`config.mk`:
```
export PLATFORM = sky130hd
export DESIGN_NAME = versat_stream_adder
export DESIGN_NICKNAME = d
export VERILOG_FILES = /design/src/rtl/versat_stream_pkg.sv /design/src/rtl/versat_sat_sum.sv /design/src/rtl/versat_stream_adder.sv
export SDC_FILE = /design/constraint.sdc
export NUM_CORES = 1
export LEC_CHECK = 0
export BUFFER_PORTS_ARGS = -buffer_cell sky130_fd_sc_hd__buf_2
export CAP_MARGIN = 10
export CORE_AREA = 2 2 142 88
export DETAILED_ROUTE_END_ITERATION = 10
export DIE_AREA = 0 0 144 90
export GPL_ROUTABILITY_DRIVEN = 0
export MAX_ROUTING_LAYER = met4
export PLACE_DENSITY = 0.86
export SKIP_LAST_GASP = 1
export SYNTH_ARGS = -nofsm -noshare
export SYNTH_HDL_FRONTEND = slang
export SYNTH_SLANG_ARGS = --single-unit
```
`constraint.sdc`:
```
create_clock -name clk -period 5.4 [get_ports clk]
set_input_delay 0 -clock clk [delete_from_list [all_inputs] [get_ports clk]]
set_output_delay 0 -clock clk [all_outputs]
set_load 0.1 [all_outputs]
```
`src/rtl/versat_stream_pkg.sv`:
```
`default_nettype none
// ============================================================================
// Module      : versat_stream_pkg
// Description : Shared types and helpers for the Versat stream adder:
//               FSM state encoding, internal sum width, signed limits.
// Revision    : 1.0 - initial release
// ============================================================================
package versat_stream_pkg;

  // Sequencer states, 2-bit encoded
  typedef enum logic [1:0] {
    ST_IDLE   = 2'd0,
    ST_WAIT   = 2'd1,
    ST_SAMPLE = 2'd2,
    ST_FLUSH  = 2'd3
  } state_e;

  // Accumulator width: one guard bit per doubling of channels plus one for
  // negating the most negative input without overflow.
  function automatic int sum_w(input int data_w, input int num_in);
    return data_w + $clog2(num_in) + 1;
  endfunction

  // Largest signed value representable in data_w bits
  function automatic logic signed [63:0] smax(input int data_w);
    return (64'sd1 <<< (data_w - 1)) - 64'sd1;
  endfunction

  // Smallest signed value representable in data_w bits
  function automatic logic signed [63:0] smin(input int data_w);
    return -(64'sd1 <<< (data_w - 1));
  endfunction

endpackage
`default_nettype wire

```
`src/rtl/versat_sat_sum.sv`:
```
`default_nettype none
// ============================================================================
// Module      : versat_sat_sum
// Description : Combinational NUM_IN-input signed add/subtract with optional
//               signed saturation to DATA_W and a clamp indication.
// Revision    : 1.0 - initial release
// ============================================================================
module versat_sat_sum
  import versat_stream_pkg::*;
#(
  parameter int DATA_W = 32,
  parameter int NUM_IN = 2
) (
  input  logic [NUM_IN*DATA_W-1:0] in_data_i,
  input  logic [NUM_IN-1:0]        sub_mask_i,
  input  logic                     sat_en_i,
  output logic [DATA_W-1:0]        sum_o,
  output logic                     ovf_o
);

  localparam int SUM_W = sum_w(DATA_W, NUM_IN);

  localparam logic signed [SUM_W-1:0] c_max = SUM_W'(smax(DATA_W));
  localparam logic signed [SUM_W-1:0] c_min = SUM_W'(smin(DATA_W));

  logic signed [SUM_W-1:0] w_ext [NUM_IN];
  logic signed [SUM_W-1:0] w_acc;

  // Sign-extend every channel to the accumulator width
  for (genvar k = 0; k < NUM_IN; k++) begin : g_ext
    assign w_ext[k] = {{(SUM_W-DATA_W){in_data_i[k*DATA_W + DATA_W - 1]}},
                       in_data_i[k*DATA_W +: DATA_W]};
  end

  // Full-precision sum, then clamp or truncate to the output width
  always_comb begin
    w_acc = '0;
    for (int k = 0; k < NUM_IN; k++) begin
      if (sub_mask_i[k]) w_acc = w_acc - w_ext[k];
      else               w_acc = w_acc + w_ext[k];
    end
    sum_o = w_acc[DATA_W-1:0];
    ovf_o = 1'b0;
    if (sat_en_i && (w_acc > c_max)) begin
      sum_o = c_max[DATA_W-1:0];
      ovf_o = 1'b1;
    end else if (sat_en_i && (w_acc < c_min)) begin
      sum_o = c_min[DATA_W-1:0];
      ovf_o = 1'b1;
    end
  end

endmodule
`default_nettype wire

```
`src/rtl/versat_stream_adder.sv`:
```
`default_nettype none
// ============================================================================
// Module      : versat_stream_adder
// Description : Versat run/done sequenced NUM_IN-channel stream adder with
//               start delay, programmable length, wrap/saturate modes,
//               registered output with write strobe and sticky overflow.
// Revision    : 1.0 - initial release
// ============================================================================
module versat_stream_adder
  import versat_stream_pkg::*;
#(
  parameter int DATA_W = 32,
  parameter int NUM_IN = 2,
  parameter int CNT_W  = 10
) (
  input  logic                     clk,
  input  logic                     rst,
  input  logic                     run,
  output logic                     done,
  input  logic [NUM_IN*DATA_W-1:0] in_data,
  input  logic [NUM_IN-1:0]        sub_mask,
  input  logic                     sat_en,
  input  logic [CNT_W-1:0]         delay,
  input  logic [CNT_W-1:0]         length,
  output logic [DATA_W-1:0]        out0,
  output logic                     out_valid,
  output logic                     ovf
);

  state_e              state_q;
  logic [CNT_W-1:0]    dly_cnt_q;
  logic [CNT_W-1:0]    smp_cnt_q;
  logic [CNT_W-1:0]    delay_q;
  logic [CNT_W-1:0]    length_q;
  logic [NUM_IN-1:0]   sub_mask_q;
  logic                sat_en_q;
  logic                done_q;
  logic [DATA_W-1:0]   out0_q;
  logic                out_valid_q;
  logic                ovf_q;

  logic [DATA_W-1:0]   w_sum;
  logic                w_ovf;

  // Adder tree works on the latched run configuration, never the live ports
  versat_sat_sum #(
    .DATA_W (DATA_W),
    .NUM_IN (NUM_IN)
  ) u_sum (
    .in_data_i  (in_data),
    .sub_mask_i (sub_mask_q),
    .sat_en_i   (sat_en_q),
    .sum_o      (w_sum),
    .ovf_o      (w_ovf)
  );

  // Sequencer FSM, counters, config latches and output register
  always_ff @(posedge clk or negedge rst) begin
    if (!rst) begin
      state_q     <= ST_IDLE;
      dly_cnt_q   <= '0;
      smp_cnt_q   <= '0;
      delay_q     <= '0;
      length_q    <= '0;
      sub_mask_q  <= '0;
      sat_en_q    <= 1'b0;
      done_q      <= 1'b1;
      out0_q      <= '0;
      out_valid_q <= 1'b0;
      ovf_q       <= 1'b0;
    end else begin
      out_valid_q <= 1'b0;
      case (state_q)
        ST_IDLE: begin
          if (run) begin
            delay_q    <= delay;
            length_q   <= length;
            sub_mask_q <= sub_mask;
            sat_en_q   <= sat_en;
            ovf_q      <= 1'b0;
            // First WAIT cycle already counts as delay cycle 1
            dly_cnt_q  <= CNT_W'(1);
            smp_cnt_q  <= '0;
            if (length != '0) begin
              done_q  <= 1'b0;
              state_q <= (delay == '0) ? ST_SAMPLE : ST_WAIT;
            end
          end
        end
        ST_WAIT: begin
          // Equality test before increment keeps delay=2^CNT_W-1 in range
          if (dly_cnt_q == delay_q) state_q   <= ST_SAMPLE;
          else                      dly_cnt_q <= dly_cnt_q + CNT_W'(1);
        end
        ST_SAMPLE: begin
          out0_q      <= w_sum;
          out_valid_q <= 1'b1;
          if (w_ovf) ovf_q <= 1'b1;
          // Counter runs 0..length-1 so it never reaches 2^CNT_W
          if (smp_cnt_q == length_q - CNT_W'(1)) state_q   <= ST_FLUSH;
          else                                   smp_cnt_q <= smp_cnt_q + CNT_W'(1);
        end
        ST_FLUSH: begin
          state_q <= ST_IDLE;
          done_q  <= 1'b1;
        end
        default: state_q <= ST_IDLE;
      endcase
    end
  end

  assign done      = done_q;
  assign out0      = out0_q;
  assign out_valid = out_valid_q;
  assign ovf       = ovf_q;

endmodule
`default_nettype wire
```
Yosys cells after proc, flatten, opt, wreduce, memory -nomap -nowiden --
Index checks and enable logic that the tools add are counted.
Storage, ports and cells: register bits 80, input bits 90, output and inout bits 35
Cells by class: add/sub/neg operators 6, order comparisons 2, eq/ne operators 12, mux-type cells 25, reduce and logical (&&, ||, !) cells 14
Operator list (count):
- 34-bit 2-to-1 mux | 2
- 32-bit 2-to-1 mux | 2
- 10-bit 2-to-1 mux | 4
- 10-bit case mux with 2 select lines | 2
- 34-bit by 32-bit adder with 34-bit output | 1
- 34-bit by 32-bit > comparator with 1-bit output (second input constant) | 1
- 34-bit by 32-bit < comparator with 1-bit output (second input constant) | 1
- 34-bit by 32-bit subtractor with 34-bit output | 1
- 1-bit by 32-bit subtractor with 33-bit output (first input constant) | 1
- 10-bit by 1-bit adder with 10-bit output (second input constant) | 2
- 10-bit equality test | 2
- 2-bit inequality test (second input constant) | 6
- 3-bit AND reduction | 4
- 10-bit logical NOT | 1
- 2-bit 2-to-1 mux | 5
- 10-bit nonzero test | 1
- 10-bit by 1-bit subtractor with 10-bit output (second input constant) | 1
- 2-bit case mux with 4 select lines | 1
- 1-bit 2-to-1 mux | 7
- 2-bit nonzero test | 3
- 2-bit equality test (second input constant) | 2
- 1-bit case mux with 2 select lines | 2
- 4-bit AND reduction | 1
- 2-bit by 1-bit equality test with 1-bit output (second input constant) | 1
- other kinds (4) | 5

Logic depth before layout (Yosys ltp) --
Gate-level depths: netlist of run 1.
word-level depth 10, mapped depth 21

Hierarchy --
Synthesis of run 1 repeated with hierarchy kept, for this count alone.
Unflattened totals: cells, all modules 844, area, all modules 7398.3 µm²
Modules (own cells, without submodules):
- versat_stream_adder | instances 1, cells an instance 339, area each 3922.5 µm², seq. area each 2003.2 µm²
- versat_sat_sum | instances 1, cells an instance 505, area each 3475.8 µm², seq. area each 0.0 µm²

Worst setup path before layout of run 1 --
No wires, ideal clock.
path type input to register, from in in_data[10], to reg out0_q[10] (netlist: out0[10]), setup time 0.068 ns, data arrival time 4.369 ns, required time 5.332 ns, setup slack 0.962 ns, stages 17, path buffers 2, path through or4_4 > or4_1 > or2_2 > o41ai_1 > xnor2_1 > ha_1 > clkbuf_1 > and3_1 > and2_1 > a221oi_1 > o41ai_1 > o2111a_1 > o21a_1 > or3_1 > a31oi_2 > buf_4 > a221o_1
Between the ends: word-level cells in the longest chain between the ends 8, elaborated cells on any way between the ends 11
RTL lines:
- start: declaration | RTL line versat_stream_adder.sv:20 | input logic [NUM_IN*DATA_W-1:0] in_data,
- 1-bit by 32-bit subtractor with 33-bit output | RTL line versat_sat_sum.sv:39 | if (sub_mask_i[k]) w_acc = w_acc - w_ext[k];
- 34-bit 2-to-1 mux * | RTL line versat_sat_sum.sv:39
- 34-bit by 32-bit adder with 34-bit output / 34-bit by 32-bit subtractor with 34-bit output (equally long branches) | RTL line versat_sat_sum.sv:40, versat_sat_sum.sv:39
- 34-bit 2-to-1 mux * | RTL line versat_sat_sum.sv:39
- 34-bit by 32-bit < comparator with 1-bit output | RTL line versat_sat_sum.sv:47 | end else if (sat_en_i && (w_acc < c_min)) begin
- 1-bit logical AND | RTL line versat_sat_sum.sv:47
- 32-bit 2-to-1 mux | RTL line versat_sat_sum.sv:47
- 32-bit 2-to-1 mux * | RTL line versat_sat_sum.sv:44 | if (sat_en_i && (w_acc > c_max)) begin
- end signal: assignment | RTL line versat_stream_adder.sv:96 | out0_q <= w_sum;
- end: declaration | RTL line versat_stream_adder.sv:38 | logic [DATA_W-1:0] out0_q;
Every way passes the cells marked *; elsewhere a longest branch is shown, timed or not. A chain may end at the register's enable or synchronous reset.

Final worst setup path of run 1 --
from in in_data[10], to reg out0_q[5] (netlist: out0[5])
The elaborated chain is that of the path after synthesis.

==> results of run 1 <==
[cells in the final DEF (no fill, tap or decap), drive strengths merged, types with 23 or more instances in the layout]
master and instances:
o21ai 45, xor2 25, a21oi 60, mux2 25, ha 43, buf 132
dfrtp 79, xnor2 102, nor3 24, inv 23, nand2 51, nor2 71
a221o 34, dlygate4sd3 24
[metal layers]
layer	vias up	global-route usage, %	wire [µm]
met4	0	6.21	315
met1	3163	41.8	8670
met3	26	5.49	1270
li1	3189	-	-
met5	-	-	0
met2	265	42.1	7990
[per-stage QoR]
| step | total power [µW] | instances |
|---|---|---|
| 2_1_floorplan | 1400 | 793 |
| 3_3_place_gp | 1600 | 1058 |
| 3_5_place_dp | 1610 | 1058 |
| 4_1_cts | 2290 | 1098 |
| 5_1_grt | 2380 | 1098 |
| 6_report | 2290 | 1098 |
[registers in the layout, summed over array words and instances, names as in the netlist]
name and count:
ovf 1, smp_cnt_q 10, sat_en_q 1, delay_q 10
length_q 10, out0 32, state_q 2, sub_mask_q 2
done 1, out_valid 1, dly_cnt_q 10
[final cells by class]
class                      instances  share of cell area [%]
tap                              165                    2.49
multi-input combinational        659                    57.4
inverter                          22                   0.995
clock buffer                      12                    2.97
timing repair buffer             156                    11.1
sequential                        80                    24.1
clock inverter                     4                   0.920
[kinds of logic (layout without fill, tap and decap cells)]
| kind of cell | after synthesis | in the layout |
|---|---|---|
| buffers and inverters | 54 | 194 |
| AO/OA/AOI/OAI | 218 | 218 |
| multiplexers | 30 | 30 |
| flip-flops | 80 | 80 |
| AND/OR/NAND/NOR | 240 | 240 |
| XOR/XNOR | 127 | 127 |
| adder cells (fa/ha/maj) | 44 | 44 |
[power by group through the flow]
stage / sequential (µW) / clock [µW] / combinational (µW)
finish: 698 / 658 / 931
floorplan: 1110 / 0 / 289
CTS: 697 / 669 / 925
detailed placement: 704 / 0 / 910
global route: 704 / 699 / 979
global placement: 705 / 0 / 899
[worst min-delay path: stages]
cell      delay (ps)
buf_2            120
nand3b_1          70
o21ai_0           70
a21oi_1           70
[worst paths after layout]
kind,startpoint,endpoint,slack [ps],cells past startpoint
hold reg to reg,out0[14],out0[14],510,1
hold / removal,run,done,20,4
min in group asynchronous,rst,smp_cnt_q[7],370,2
setup reg to reg,sub_mask_q[1],out0[5],660,13
setup / recovery,in_data[10],out0[5],630,17
max in group asynchronous,rst,delay_q[7],4380,2
==> out/metrics.cfg, run 1 <==
[sta]
slew_viol_final = 0
finalHoldViolCount = 0
fin_ws_ps = 629
finalSetupTns_ps = 0
setup_viol = 0
finalCritPeriodShare_pct = 88.4
tightest_slew_ps = 1170
slew_headroom_pct = 22.1
rsz0062_at_grt = false
finClkSkew_ps = 4.64
max_freq_mhz = 210
period_needed_ps = 4770
fin_hold_ws_ps = 16.8

[yosys]
yosysMostFrequentCell = xnor2_1
async_flop_share_pct = 100
synth_top_cell_by_area = dfrtp_1
synthAdderAreaFrac_pct = 7.97
synth_edf_count = 0
synthTopCellsByCount = xnor2_1, dfrtp_1, nor2_1, a21oi_1, nand2_1
ys.flop_type = dfrtp_1
yosys.area_share.simple_pct = 17.4
synth_xor_area_share_pct = 16.3
yosys-top-cells-area = dfrtp_1, xnor2_1, ha_1, a221o_1, a21oi_1
synth_cells = 793
synth.top_cell.area_share_pct = 28.2
seq_area_frac_synth_pct = 28.6
synth_top_family_by_area = compound AO/OA/AOI/OAI gates
muxShareOfSynthArea_pct = 4.73
ys_warn_count = 0
synth_compound_area_share_pct = 21.6
ys_seq_elements = 80
syn_area_um2 = 7000
ys_types = 67
synthesis.nets = 927
syn-mean-instance-area_um2 = 8.83

[global_route]
globalRouteOverflowTotal = 0
grt_pass1_vias = 6236
grt_antenna_before_repair = 0
grt_max_degree = 81
grt_pass1_wl_um = 29700
grt_usage_pct = 28.9

[routing]
vias = 6643
routedWlPerCell_um = 16.6
drc_errors = 0
drtIter0Drc = 418
viasPerCell = 6.05
ant_nets = 0
drt-total-wl_um = 18200
first_pass_iters = 5

[clock_network]
cts_tree = done
cts-root-buf = clkbuf_16
hold_buffers = 24
numCtsBuffers = 9
numClockSinks = 80
clkTransAtPathRegs_ps = 60
clk_latency_ps = 330
ctsHtreeMaxLevel = 3
cts.repair.resized = 0
post_cts_buffers = 0
cts_max_path_buffers = 2

[setup_path]
arrival_ps = 5040
crit_buf_inv = 2
path_cells = buf_2 -> or4_4 -> or4_1 -> or2_2 -> o41ai_1 -> xnor2_1 -> ha_1 -> and3_1 -> and2_1 -> a221oi_1 -> o41ai_1 -> o2111a_1 -> o21a_1 -> or3_1 -> a31oi_2 -> buf_4 -> a221o_1
critPathMaxFanout = 31
cp-end-kind = flip-flop
crit_top_cell = o41ai_1
critPathMaxStageDelay_ps = 600
critPathKind = input pin to flip-flop
cp-start-kind = input pin
critPathSlowestCell = or4_1
critPathTopFamily = simple AND/OR/NAND/NOR gates
worstPathRequired_ps = 5660

[floorplan]
ioPinCount = 125
initial_core_util_pct = 59.6
core-area_um2 = 11800
die_w_um = 144
dieArea_um2 = 13000
rows = 31
die_y_um = 90

[min_path]
hp-class = input pin to flip-flop

[finish]
fin_area_um2 = 8300
syn_to_final_growth_pct = 18.5
n_antenna_cell = 0
regArea_um2 = 2000
nets = 1062
utilization_pct = 70.6
drive_above_1_share_pct = 20.3
multi_input_area_um2 = 4760
fill_cells = 899

[place]
dpl-instance-area_um2 = 7730
pre_cts_slack_ps = 400
hpwl_um = 13600
port_buffers = 124

[pwr]
p_per_area_nw_per_um2 = 276
combPwrFrac_pct = 40.7
power.static_leakage_uw = 0.00359
clkPwrFrac_pct = 28.8
sw_frac_of_total_pct = 42.3
power.internal_uw = 1320
ir_drop_mv = 0.399
p_switching_uw = 967
seqPwrFrac_pct = 30.5

[status]
status = finished, final reports clean

[run]
drv_cap = 0

Note: power is estimated with default switching activity, not from simulation.
==> inputs of run 2 (changes only) <==
==> constraint.sdc (replaced) <==
create_clock -name clk -period 5.4 [get_ports clk]
set_input_delay 0.54 -clock clk [delete_from_list [all_inputs] [get_ports clk]]
set_output_delay 0.54 -clock clk [all_outputs]
set_load 0.1 [all_outputs]
==> run 2 against run 1 <==
  * Critical path depth is 1 higher
  * Clock power is 9.3% lower
  * Maximum frequency down 6.5%
  * Clock-buffer cell count down 1
  * Register-to-register slack gained 490 ps
  * Sequential power hardly changed
  * Hold slack better by 340 ps
  * Die area did not move
  * Largest cell class unchanged
  * Sequential share of layout area rose by 0.51 points
==> out/metrics.cfg, run 2 (synthesis gave the netlist of run 1 again) <==
[pwr]
power.internal_uw = 1250  ; -5.0%
ir_drop_mv = 0.456  ; +14%
seqPwrFrac_pct = 31.5  ; +1.0 points
sw_frac_of_total_pct = 43.5  ; +1.2 points
combPwrFrac_pct = 41.6  ; +0.9 points
p_per_area_nw_per_um2 = 273  ; -0.92%
power.static_leakage_uw = 0.00354  ; -1.4%
p_switching_uw = 965  ; -0.20%
clkPwrFrac_pct = 26.9  ; -1.9 points

[setup_path]
crit_buf_inv = 2  ; unchanged
critPathLaunch = in_data[6]
reg2reg_to = out0[15]
reg2reg_slack_ps = 1150  ; +490 ps
critPathMaxFanout = 31  ; unchanged
crit_top_cell = a21o_1
cp-end-kind = flip-flop
arrival_ps = 5380  ; +340 ps
crit_cells = 18  ; +1
reg2reg_from = sub_mask_q[0]
critPathKind = input pin to flip-flop
worstPathRequired_ps = 5680  ; +20 ps
critPathSlowestCell = or4_4
critPathTopFamily = compound AO/OA/AOI/OAI gates
critPathMaxStageDelay_ps = 500  ; -100 ps
ff2ff_path_depth = 14  ; +1
cp-start-kind = input pin
endpoint = out0[15]
path_cells = buf_2 -> nor4_1 -> nand3_1 -> or4_4 -> or2_2 -> o31ai_1 -> xnor2_1 -> ha_1 -> a21o_1 -> a21o_1 -> a221oi_1 -> o41ai_2 -> o2111a_1 -> o21a_1 -> or3_1 -> a31oi_2 -> buf_12 -> a221o_1

[clock_network]
cts_tree = done
numClockSinks = 80  ; unchanged
numCtsBuffers = 9  ; unchanged
ctsHtreeMaxLevel = 3  ; unchanged
clk_latency_ps = 340  ; about the same
post_cts_buffers = 0  ; unchanged
cts-root-buf = clkbuf_16
cts_max_path_buffers = 2  ; unchanged
clkTransAtPathRegs_ps = 60  ; about the same

[sta]
period_needed_ps = 5110  ; +334 ps
slew_viol_final = 0  ; unchanged
tightest_slew_ps = 986  ; -183 ps
fin_ws_ps = 295  ; -334 ps
finalHoldViolCount = 0  ; unchanged
slew_headroom_pct = 34.3  ; +12 points
max_freq_mhz = 196  ; -6.5%
finClkSkew_ps = 4.77  ; +0.131 ps
rsz0062_at_grt = false
setup_viol = 0  ; unchanged
finalSetupTns_ps = 0  ; unchanged
finalCritPeriodShare_pct = 94.5  ; +6.2 points

[finish]
stdcell_count = 1084  ; -1.3%
nets = 1048  ; -1.3%
largest_register_ffs = 32  ; unchanged
regArea_um2 = 2000  ; unchanged
drive_above_1_share_pct = 21.9  ; +1.6 points
layout.cells.most_common = buf_2
n_antenna_cell = 0  ; unchanged
layout_common_cells = buf_2, xnor2_1, dfrtp_1, nor2_1, a21oi_1
multi_input_area_um2 = 4770  ; +0.26%
fill_cells = 960  ; +6.8%
syn_to_final_growth_pct = 16.0
fin_area_um2 = 8130  ; -2.1%

[place]
dpl-instance-area_um2 = 7820  ; +1.1%
hpwl_um = 13500  ; -0.50%
port_buffers = 124  ; unchanged
pre_cts_slack_ps = 91.2  ; -309 ps
dp.cells = 1068  ; +0.95%

[routing]
ant_nets = 0  ; unchanged
drc_errors = 0  ; unchanged
first_pass_iters = 5  ; unchanged
viasPerCell = 6.04  ; -0.11%
routedWlPerCell_um = 16.2  ; -2.4%
vias = 6551  ; -1.4%
drtIter0Drc = 470  ; +12%
drt-total-wl_um = 17600  ; -3.6%

[floorplan]
rows = 31  ; unchanged
die_y_um = 90  ; unchanged
initial_core_util_pct = 59.6  ; unchanged
die_w_um = 144  ; unchanged
dieArea_um2 = 13000  ; unchanged
core-area_um2 = 11800  ; unchanged
ioPinCount = 125  ; unchanged

[global_route]
globalRouteOverflowTotal = 0  ; unchanged
grt_max_degree = 81  ; unchanged
grt_usage_pct = 27.8  ; -1.0 points
grt_antenna_before_repair = 0  ; unchanged
grt_pass1_vias = 5793  ; -7.1%
grt_pass1_wl_um = 28400  ; -4.4%

[run]
drv_cap = 0  ; unchanged

[min_path]
hp-class = input pin to asynchronous set/reset pin

[status]
status = finished, final reports clean

[run 2: cell count changes in the layout (fill, tap and decap cells not counted), sizes merged]
cell / previous run / this run
clkinv: 0 / 4
clkinvlp: 1 / 0
clkbuf: 12 / 11
dlygate4sd3: 24 / 0
inv: 23 / 22
bufinv: 2 / 1
buf: 132 / 142
[run 2: per-layer routing]
metal  track usage (%)  wire [µm]  vias up
li1                  -          -     3170
met1              41.4       8350     3103
met2              40.1       7680      265
met3              5.75       1410       13
met4              3.68        149        0
met5                 -          0        -
[run 2: worst min-delay path by stage]
stage           startpoint       endpoint  cells past startpoint  slack, ps
6_report               rst    length_q[3]                      1        360
3_5_place_dp       out0[2]        out0[2]                      1        500
2_1_floorplan          rst     delay_q[0]                      0        240
3_3_place_gp           ovf            ovf                      2        490
4_1_cts                rst   smp_cnt_q[7]                      1        410
5_1_grt        sub_mask[1]  sub_mask_q[1]                      2        440
[run 2: what timing repair did]
action,CTS,global route
hold buffers,0,0
hold endpoints to repair,0,0
resized for setup,0,2
endpoints found under the setup margin,0,3
[run 2: through the flow]
stage | hold slack (ps) | power [µW] | util, %
3_5_place_dp | 499 | 1620 | 66.6
6_report | 359 | 2220 | 69.1
4_1_cts | 410 | 2220 | 69.0
2_1_floorplan | 244 | 1400 | -
3_3_place_gp | 494 | 1610 | 66.6
5_1_grt | 437 | 2310 | 69.1
[run 2: worst reg2reg max path: cells and delay by family (launching register included)]
family	cells	cell delay [ps]
XOR/XNOR	1	140
flip-flops	1	690
AND/OR/NAND/NOR	3	800
buffers and inverters	2	550
adder cells (fa/ha/maj)	1	390
AO/OA/AOI/OAI	7	1600
[run 2: power groups by stage]
stage	combinational, µW	sequential [µW]	clock, µW
floorplan	289	1110	0
global placement	907	706	0
detailed placement	917	703	0
CTS	920	696	602
global route	974	704	636
finish	924	698	597
[run 2: area by class of cell]
class	instances	area share, %
clock inverter	5	0.708
sequential	80	24.7
clock buffer	11	2.86
timing repair buffer	142	9.49
inverter	22	1.02
multi-input combinational	659	58.7
tap	165	2.54
==> inputs of run 3 (changes only) <==
- CORE_AREA: 2 2 142 88 -> 2 2 146 91
- DIE_AREA: 0 0 144 90 -> 0 0 148 93
- PLACE_DENSITY: 0.86 -> 0.84
- SYNTH_HIERARCHICAL: unset -> 1
==> run 3 against run 2 <==
  * Power up 0.34%
  * Wire length up 5.8%
  * First-iteration DRC count up 2.3%
  * Clock power down 1%
  * Die area up 6.2%
  * Synthesized cell count up 6.4%
  * Via count up 3.5%
  * Combinational power up 2.4%
  * Final cell count up 5.1%
  * Design area up 4.6%
  * Non-clock buffer count down 6
  * Critical path depth up 3
  * Critical endpoint is now out0[21]
  * Highest routed layer unchanged
==> out/metrics.cfg, run 3 <==
[yosys]
yosysMostFrequentCell = xnor2_1
synth_top_cell_by_area = dfrtp_1
synthTopCellsByCount = xnor2_1, dfrtp_1, nor2_1, a21oi_1, mux2_2
synthAdderAreaFrac_pct = 7.54  ; -0.43 points
yosys-top-cells-area = dfrtp_1, xnor2_1, mux2_2, ha_1, xor2_1
synth_top_family_by_area = compound AO/OA/AOI/OAI gates
ys_types = 76  ; +13%
async_flop_share_pct = 100  ; unchanged
synth_xor_area_share_pct = 14.5  ; -1.7 points
muxShareOfSynthArea_pct = 9.23  ; +4.5 points
ys_seq_elements = 80  ; unchanged
seq_area_frac_synth_pct = 27.1  ; -1.5 points
synth_cells = 844  ; +6.4%
synth.top_cell.area_share_pct = 26.7  ; -1.5 points
syn-mean-instance-area_um2 = 8.77  ; -0.74%
ys_warn_count = 6  ; +6
syn_area_um2 = 7400  ; +5.6%
synth_compound_area_share_pct = 19.7  ; -1.9 points
yosys.area_share.simple_pct = 18.9  ; +1.4 points
synth_edf_count = 0  ; unchanged
ys.flop_type = dfrtp_1
synthesis.nets = 978  ; +5.5%

[global_route]
grtUsageMet1_pct = 40.1  ; -1.3 points
grt_pass1_wl_um = 30200  ; +6.3%
grt_usage_pct = 27.6  ; -0.27 points
grt_util_met3_pct = 5.41  ; -0.34 points
grt_max_degree = 81  ; unchanged
use_met2_pct = 40.7  ; +0.54 points
grt_pass1_vias = 6273  ; +8.3%
grt_antenna_before_repair = 0  ; unchanged
busiest_layer = met2
globalRouteOverflowTotal = 0  ; unchanged

[routing]
vias = 6779  ; +3.5%
first_pass_iters = 5  ; unchanged
drt-total-wl_um = 18600  ; +5.8%
drc_errors = 0  ; unchanged
viasPerCell = 5.95  ; -1.5%
routedWlPerCell_um = 16.3  ; +0.71%
ant_nets = 0  ; unchanged
drtIter0Drc = 481  ; +2.3%

[pwr]
power.internal_uw = 1270  ; +1.5%
ir_drop_mv = 0.382  ; -16%
combPwrFrac_pct = 42.5  ; +0.9 points
seqPwrFrac_pct = 31.0  ; -0.5 points
total_power_uw = 2230  ; +0.34%
clkPwrFrac_pct = 26.5  ; -0.4 points
power.static_leakage_uw = 0.00386  ; +9.1%
p_per_area_nw_per_um2 = 262  ; -4.1%
sw_frac_of_total_pct = 42.9  ; -0.65 points
p_switching_uw = 954  ; -1.2%

[place]
port_buffers = 124  ; unchanged
pre_cts_slack_ps = 189  ; +97.6 ps
dp.cells = 1124  ; +5.2%
hpwl_um = 14300  ; +5.6%

[setup_path]
reg2reg_slack_ps = 1020  ; -130 ps
path_cells = buf_2 -> nor4_2 -> and2b_2 -> nand3_1 -> nor2_1 -> nand3_1 -> or2_2 -> o41ai_1 -> xnor2_1 -> ha_1 -> nor3_1 -> o21ai_0 -> a221oi_1 -> o21a_1 -> a31oi_1 -> a21oi_1 -> xnor2_2 -> o211ai_2 -> buf_4 -> a31o_1 -> mux2_2
critPathKind = input pin to flip-flop
reg2reg_from = sub_mask_q[1]
ff2ff_path_depth = 16  ; +2
cp-start-kind = input pin
arrival_ps = 5130  ; -250 ps
critPathLaunch = in_data[4]
critPathSlowestCell = a221oi_1
critPathMaxFanout = 32  ; +3.2%
crit_top_cell = nand3_1
reg2reg_to = out0[21]
worstPathRequired_ps = 5610  ; -70 ps
critPathMaxStageDelay_ps = 370  ; -130 ps
cp-end-kind = flip-flop

[clock_network]
numCtsBuffers = 9  ; unchanged
clk_latency_ps = 330  ; about the same
hold_buffers = 0  ; unchanged
ctsHtreeMaxLevel = 3  ; unchanged
numClockSinks = 80  ; unchanged
post_cts_buffers = 0  ; unchanged
cts.repair.resized = 0  ; unchanged
cts-root-buf = clkbuf_16
cts_tree = done
clkTransAtPathRegs_ps = 60  ; about the same
cts_max_path_buffers = 2  ; unchanged

[floorplan]
die_w_um = 148  ; +2.8%
dieArea_um2 = 13800  ; +6.2%
initial_core_util_pct = 59.2  ; -0.36 points
die_y_um = 93  ; +3.3%
ioPinCount = 125  ; unchanged
rows = 32  ; +3.2%
core-area_um2 = 12500  ; +6.3%

[sta]
period_needed_ps = 4910  ; -193 ps
finalHoldViolCount = 0  ; unchanged
setup_viol = 0  ; unchanged
finalSetupTns_ps = 0  ; unchanged
max_freq_mhz = 204  ; +3.9%
slew_headroom_pct = 34.1  ; -0.23 points
rsz0062_at_grt = false
finClkSkew_ps = 6.25  ; +1.48 ps
slew_viol_final = 0  ; unchanged
tightest_slew_ps = 989  ; +3.38 ps
finalCritPeriodShare_pct = 91.0  ; -3.6 points
fin_ws_ps = 488  ; +193 ps

[status]
status = finished, final reports clean

[min_path]
hp-class = input pin to asynchronous set/reset pin

[finish]
nets = 1099  ; +4.9%
stdcell_count = 1139  ; +5.1%
layout.cells.most_common = buf_2
fill_cells = 1027  ; +7.0%
drive_above_1_share_pct = 23.7  ; +1.9 points
largest_register_ffs = 32  ; unchanged
utilization_pct = 68.0  ; -1.1 points
n_antenna_cell = 0  ; unchanged
syn_to_final_growth_pct = 14.9
layout_common_cells = buf_2, xnor2_1, dfrtp_1, nor2_1, a21oi_1

[run]
drv_cap = 0  ; unchanged

[run 3: cell count changes after synthesis, moves of 7 or more]
cell      change
a221o_1      -34
mux2_2       +31
xnor2_1      -16
a21o_1       +24
clkbuf_1      -7
xor2_1       +10
a211oi_1      -7
a31oi_1      +10
[run 3: how the worst max path moves through the flow]
stage | endpoint | depth (start not counted) | slack (ps)
5_1_grt | out0[21] | 21 | 80
4_1_cts | out0[21] | 21 | 530
6_report | out0[21] | 21 | 490
2_1_floorplan | out0[1] | 18 | 870
3_5_place_dp | out0[21] | 19 | 190
3_3_place_gp | out0[1] | 19 | 330
[run 3: logic make-up (layout without fill, tap and decap cells)]
group | after synthesis | count (layout)
XOR/XNOR | 121 | 121
multiplexers | 60 | 60
AND/OR/NAND/NOR | 261 | 261
buffers and inverters | 52 | 177
AO/OA/AOI/OAI | 226 | 226
adder cells (fa/ha/maj) | 44 | 44
flip-flops | 80 | 80
[run 3: final cells by class]
type	instances	area (µm²)	area share, %
multi-input combinational	712	5170	60.9
sequential	80	2000	23.6
timing repair buffer	136	726	8.54
clock buffer	10	229	2.69
tap	170	213	2.50
inverter	26	97.6	1.15
clock inverter	5	56.3	0.662
[run 3: power by group through the flow]
stage	combinational (µW)	clock (µW)	sequential [µW]
2_1_floorplan	326	0	1100
3_3_place_gp	929	0	699
6_report	946	589	690
3_5_place_dp	943	0	698
4_1_cts	944	597	690
5_1_grt	1000	627	697
[run 3: worst max-delay path: cells and delay by family]
kind / cells / cell delay [ps]
compound gates: 8 / 1700
xor+xnor: 2 / 320
fa+ha+maj: 1 / 250
buf+inv: 2 / 380
mux: 1 / 260
simple gates: 7 / 1660
[run 3: through the flow]
| step | instance area [µm²] | hold slack [ps] |
|---|---|---|
| after floorplan | 7400 | 244 |
| after global placement | 8210 | 486 |
| after detailed placement | 8210 | 490 |
| after CTS | 8490 | 413 |
| after global routing | 8500 | 443 |
| final | 8500 | 371 |
[run 3: layer usage]
layer  vias to the layer above  share of wire (%)
li1                       3318                  -
met1                      3188                 48
met2                       246                 43
met3                        27                7.4
met4                         0                1.2
met5                         -                  0
